===== src/rtl/dmem_access_seq.sv =====
// Load/store sequencer between the CPU memory stage and a word-wide
// synchronous-read data memory. Buffers each request, stalls the CPU while
// the access is in flight, does read-modify-write for sub-word stores and
// returns sign- or zero-extended load data.
module dmem_access_seq #(
  parameter int ADDR_W = 10
) (
  input  logic              clk,
  input  logic              rst_n,
  input  logic [31:0]       addr,
  input  logic [31:0]       write_data,
  input  logic              memwrite,
  input  logic              memread,
  input  logic [3:0]        sign_mask,
  output logic [31:0]       read_data,
  output logic              clk_stall,
  output logic [ADDR_W-1:0] mem_addr,
  output logic              mem_re,
  output logic              mem_we,
  output logic [31:0]       mem_wdata,
  input  logic [31:0]       mem_rdata
);

  typedef enum logic [2:0] {IDLE, RD, RMW_RD, WR, DONE} state_t;

  state_t            state, next_state;
  logic [ADDR_W+1:0] addr_buf;
  logic [31:0]       wdata_buf;
  logic [3:0]        mask_buf;
  logic [31:0]       merged_buf;
  logic [31:0]       load_fmt;
  logic [31:0]       merge_word;
  logic [7:0]        lane_byte;
  logic [15:0]       lane_half;
  logic              unused_addr_hi;

  // Address bits above the memory's reach alias onto the same words.
  assign unused_addr_hi = ^addr[31:ADDR_W+2];

  // The memory sees the live CPU address while idle so the read can be
  // launched in the same cycle the request appears.
  assign mem_addr  = (state == IDLE) ? addr[ADDR_W+1:2] : addr_buf[ADDR_W+1:2];
  assign mem_wdata = mask_buf[2] ? wdata_buf : merged_buf;

  // Lane extraction for loads and lane merge for sub-word stores.
  always_comb begin
    lane_byte  = 8'h00;
    lane_half  = addr_buf[1] ? mem_rdata[31:16] : mem_rdata[15:0];
    load_fmt   = mem_rdata;
    merge_word = mem_rdata;
    case (addr_buf[1:0])
      2'd0:    lane_byte = mem_rdata[7:0];
      2'd1:    lane_byte = mem_rdata[15:8];
      2'd2:    lane_byte = mem_rdata[23:16];
      default: lane_byte = mem_rdata[31:24];
    endcase
    if (mask_buf[2]) begin
      load_fmt = mem_rdata;
    end else if (mask_buf[1]) begin
      load_fmt = {{16{mask_buf[3] & lane_half[15]}}, lane_half};
    end else begin
      load_fmt = {{24{mask_buf[3] & lane_byte[7]}}, lane_byte};
    end
    if (mask_buf[1]) begin
      if (addr_buf[1]) merge_word[31:16] = wdata_buf[15:0];
      else             merge_word[15:0]  = wdata_buf[15:0];
    end else begin
      case (addr_buf[1:0])
        2'd0:    merge_word[7:0]   = wdata_buf[7:0];
        2'd1:    merge_word[15:8]  = wdata_buf[7:0];
        2'd2:    merge_word[23:16] = wdata_buf[7:0];
        default: merge_word[31:24] = wdata_buf[7:0];
      endcase
    end
  end

  // Next-state and control outputs; reset forces the strobes and stall low.
  always_comb begin
    next_state = state;
    clk_stall  = 1'b0;
    mem_re     = 1'b0;
    mem_we     = 1'b0;
    case (state)
      IDLE: begin
        if (memwrite) begin
          clk_stall = 1'b1;
          if (sign_mask[2]) begin
            next_state = WR;
          end else begin
            mem_re     = 1'b1;
            next_state = RMW_RD;
          end
        end else if (memread) begin
          clk_stall  = 1'b1;
          mem_re     = 1'b1;
          next_state = RD;
        end
      end
      RD: begin
        clk_stall  = 1'b1;
        next_state = DONE;
      end
      RMW_RD: begin
        clk_stall  = 1'b1;
        next_state = WR;
      end
      WR: begin
        clk_stall  = 1'b1;
        mem_we     = 1'b1;
        next_state = DONE;
      end
      DONE:    next_state = IDLE;
      default: next_state = IDLE;
    endcase
    if (!rst_n) begin
      clk_stall = 1'b0;
      mem_re    = 1'b0;
      mem_we    = 1'b0;
    end
  end

  // State register, request buffers, merged word and load result.
  always_ff @(posedge clk) begin
    if (!rst_n) begin
      state      <= IDLE;
      addr_buf   <= '0;
      wdata_buf  <= '0;
      mask_buf   <= '0;
      merged_buf <= '0;
      read_data  <= '0;
    end else begin
      state <= next_state;
      if (state == IDLE && (memwrite || memread)) begin
        addr_buf  <= addr[ADDR_W+1:0];
        wdata_buf <= write_data;
        mask_buf  <= sign_mask;
      end
      if (state == RD)     read_data  <= load_fmt;
      if (state == RMW_RD) merged_buf <= merge_word;
    end
  end

endmodule


===== config.mk =====
export PLATFORM = sky130hd
export DESIGN_NAME = dmem_access_seq
export DESIGN_NICKNAME = d
export VERILOG_FILES = /design/src/rtl/dmem_access_seq.sv
export SDC_FILE = /design/constraint.sdc
export NUM_CORES = 1
export LEC_CHECK = 0
export CORE_MARGIN = 2
export CORE_UTILIZATION = 46
export DETAILED_ROUTE_END_ITERATION = 10
export HOLD_SLACK_MARGIN = 0.08
export PLACE_DENSITY_LB_ADDON = 0.3
export SYNTH_ARGS = -nofsm -noshare
export SYNTH_HDL_FRONTEND = slang
export SYNTH_SLANG_ARGS = --single-unit

===== constraint.sdc =====
create_clock -name clk -period 2 [get_ports clk]
set_input_delay 0.4 -clock clk [delete_from_list [all_inputs] [get_ports clk]]
set_output_delay 0.4 -clock clk [all_outputs]
set_load 0.01 [all_outputs]

# Word-level counts from Yosys, hierarchy flattened

Cells that the tools add are included.

Word-level logic and storage cells: 48
Input bits: 104
Bits in registers: 115

Bitwise gates (word level): 2
Reductions and logical operators: 7
Eq/ne operators: 6
Muxes and demuxes: 27

Operators by type and width:

| operator             | number |
|---|---|
| $mux W32             | 4 |
| $mux W16             | 3 |
| $mux W8              | 4 |
| $pmux W8 S3          | 1 |
| $mux W1              | 10 |
| $mux W10             | 1 |
| $pmux W3 S3          | 1 |
| $eq A3 B2 Y1 const B | 2 |
| $mux W3              | 2 |
| $reduce_or A3 Y1     | 2 |
| $eq A3 B1 Y1 const B | 1 |
| $logic_not A3 Y1     | 1 |
| $ne A3 B3 Y1 const B | 1 |
| $and A1 B1 Y1        | 2 |
| $eq A2 B1 Y1 const B | 1 |
| $eq A2 B2 Y1 const B | 1 |
| $logic_not A2 Y1     | 1 |
| $pmux W1 S2          | 1 |
| $reduce_or A2 Y1     | 1 |
| $logic_and A1 B1 Y1  | 1 |
| $logic_or A1 B1 Y1   | 1 |

# Depth between registers and ports, before layout

Depth in word-level cells: 5
Gate-level depth with buffers: 7
Depth with buffers taken out: 4

# Worst setup path after synthesis

Ideal clock, no wire load.

Path type: input to output
Start: in rst_n
End: out mem_re
Arrival time: 1,299 ps
Cell stages on the path: 4
Setup slack: 301 ps
Cells stage by stage: clkbuf_1 inv_1 clkbuf_1 a211oi_1

Longest elaborated chain between the ends: 1

RTL lines:

| item            | line | source |
|---|---|---|
| start, declared | 9    | `input logic rst_n,` |
| $mux W1         | 115  | `if (!rst_n) begin` |
| end, declared   | 18   | `output logic mem_re,` |

No other way between the ends.

# Worst setup path in the final report

Start: reg state[0]
End: out mem_addr[1]

Longest elaborated chain between the ends: 2

RTL lines:

| item                   | line | source |
|---|---|---|
| start, declared        | 26   | `state_t state, next_state;` |
| start signal, assigned | 132  | `state <= next_state;` |
| $logic_not A3 Y1       | 42   | `assign mem_addr = (state == IDLE) ? addr[ADDR_W+1:2] : addr_buf[ADDR_W+1:2];` |
| $mux W10               | 42   |  |
| end, declared          | 17   | `output logic [ADDR_W-1:0] mem_addr,` |

No other way between the ends.

==> results.cfg <==
[logic_synthesis]
post-synth-top-count-cell = nand2_1
ys_ff_latch = 114
ys.flop_type = dfxtp_1
synth_area_leaders = dfxtp_1 (42%), nand2_1 (9.8%), a21oi_1 (9.5%)
yosys.area_share.simple_pct = 16.3
synth_xor_area_share_pct = 0
yosys_warnings = 0
ys_seq_area_share_pct = 41.6
synth_area_um2 = 5490
avgSynthCellArea_um2 = 8.19
synth_edf_count = 0
synth_top_family_by_area = compound AO/OA/AOI/OAI gates
synth_top_area_share_pct = 41.6
synthMuxAreaShare_pct = 11.4
synth_cells = 670
synthAdderAreaFrac_pct = 0
synth_compound_area_share_pct = 25.7
async_reset_ff_share_pct = 0
synth_fp_nets = 774
synth_commonest_cells = nand2_1 (144), dfxtp_1 (114), a21oi_1 (104)
synth.distinct_cells = 41
synth_top_cell_by_area = dfxtp_1

[setup_path]
slowest_delay_ns = 0.33
critPathTopFamily = buffers and inverters
cp_data_required_time_ns = 1.60
worstPathArrival_ns = 1.73
rrSetupSlack_ns = 0.12
end_kind = output pin
path_cells = nor3_4 > buf_6 > buf_4 > mux2_4 > buf_6
worst_path_max_delay_cell = dfxtp_2
start_kind = register
path_max_fanout = 5
cpMostUsedCell = buf_6
path_class = reg -> out
crit_buf_inv = 3

[grt]
grt_max_degree = 70
grt.overflow.total = 0
grt_pass1_wl_mm = 30.8
grt_pass1_vias = 5808
antenna_found_initial = 0
track_usage_pct = 30.5

[floorplan]
die_h_um = 113
die_w_um = 113
core_area_um2 = 11500
dieArea_um2 = 12800
ios = 181
start_util_pct = 47.7
rows = 39

[power]
power_density_nw_per_um2 = 1000
p_total_uw = 8220
p_leak_uw = 0.00329
vdd_drop_max_mv = 0.598

[drt]
wl_met2_mm = 9.62
via_per_inst = 5.95
routed_wl_mm = 19.9
drt-pass1-iter-count = 9
dr.first_iter.drc_count = 615
wl_met3_mm = 1.36
drc = 10
ant_nets = 0
vias = 5975
highest_layer = met4
wl_met1_mm = 8.37
wire_per_inst_um = 19.8

[status]
status = finished, violations left
violations = DRC, setup timing

[sta]
period_minus_slack_ns = 2.13
slew_violations = 0
worstMarginPinSlew_ns = 0.730
max_slew_margin_pct = 51.3
period_share_pct = 107
max_freq_mhz = 468
hold_viol_final = 0
finClkSkew_ns = 0.00606
setup_violations = 10
setup_ws_ns = -0.135
rsz0062_at_grt = true

[finish]
instances_no_fill = 1005
diodes = 0
nNetsFinal = 953
layout-drive-gt1-share_pct = 21.7
stdcell_area_um2 = 8210
areaGrowthSynthToFinish_pct = 49.5
final_core_util_pct = 71.3

[clock_tree]
clk_pin_slew_ns = 0.06
cts_buffer_depth = 2
cts.htree.levels = 4
cts_tree = done
cts_made_buffers = 17
cts_num_sinks = 114
hold_buffers = 0
cts-root-buf = clkbuf_16
clk_latency_ns = 0.42

[placed_design]
io_buffers = 159
dpl_cell_area_um2 = 7350
numPlacedInstances = 955
hpwl_mm = 13.2
gp_congestion = 0.934

[min_path]
hold_class = reg -> reg

[job]
maxCapViolations = 0
[cells in the final DEF, fill, tap and decap left out, types with 8 or more instances in the layout]
cell type,n
mux2_4,13
a311oi_1,10
o21ai_0,33
clkbuf_16,17
buf_4,44
buf_2,25
mux2_2,30
o22ai_1,25
o221ai_1,14
mux2i_1,14
dfxtp_1,111
buf_6,20
nand3_1,9
o21a_1,8
o22a_1,8
a21oi_1,104
a211o_1,9
nor2_1,28
nand2_1,144
clkdlybuf4s50_1,112
[cell families (layout without fill, tap and decap cells)]
logic type      Yosys count  in the layout
compound gates          226            226
buf+inv                  62            254
simple gates            211            211
mux                      57             57
flops                   114            114
[metrics by stage]
stage / setup slack (ns) / setup TNS (ns) / hold WS, ns
2_1_floorplan: 0.301 / 0 / 0.433
3_3_place_gp: -0.393 / -1.38 / 0.437
3_5_place_dp: -0.437 / -1.80 / 0.448
4_1_cts: -0.135 / -1.05 / 0.456
5_1_grt: -0.190 / -1.73 / 0.477
6_report: -0.135 / -1.01 / 0.454
[flip-flops by register name, indices dropped and copies added, names as in the netlist]
name	flops
addr_buf	12
mask_buf	3
merged_buf	32
read_data	32
state	3
wdata_buf	32
[final cells by class]
type / instances / area, µm²
Clock buffer: 19 / 453
Clock inverter: 13 / 171
Fill cell: 837 / 3310
Inverter: 4 / 18.8
Multi-Input combinational cell: 494 / 3040
Sequential cell: 114 / 2290
Tap cell: 143 / 179
Timing Repair Buffer: 218 / 2060
[worst paths after layout]
| path | from | to | cells after the start |
|---|---|---|---|
| worst min-delay path | merged_buf[14] | merged_buf[14] | 2 |
| worst max-delay path | state[0] | mem_addr[1] | 5 |
| worst max register to register | state[0] | addr_buf[0] | 9 |
| worst min register to register | merged_buf[14] | merged_buf[14] | 2 |
[metal layers]
metal  global-route usage, %  vias up
li1                        -     2760
met1                    39.1     2886
met2                    50.9      281
met3                    6.64       48
met4                    10.7        0
met5                       0        -
[worst min-delay path, cell delays in order, from the launching register on]
cell	delay (ns)
dfxtp_1	0.30
nand2_1	0.05
a21oi_1	0.05
[report_power, final]
part           internal, µW  total (µW)  leakage, µW  switching, µW
combinational          1140        2310      0.00206           1170
sequential             2530        2700     0.000936            174
clock                  2050        3210     0.000301           1170
[repair_timing]
item                                    in CTS  in global routing
gates cloned                                 4                  0
setup buffers                               13                  3
pin swaps                                    1                  2
endpoints found under the setup margin      45                 33
gates resized for setup                    197                 19
Note: power is estimated with default switching activity, not from simulation.
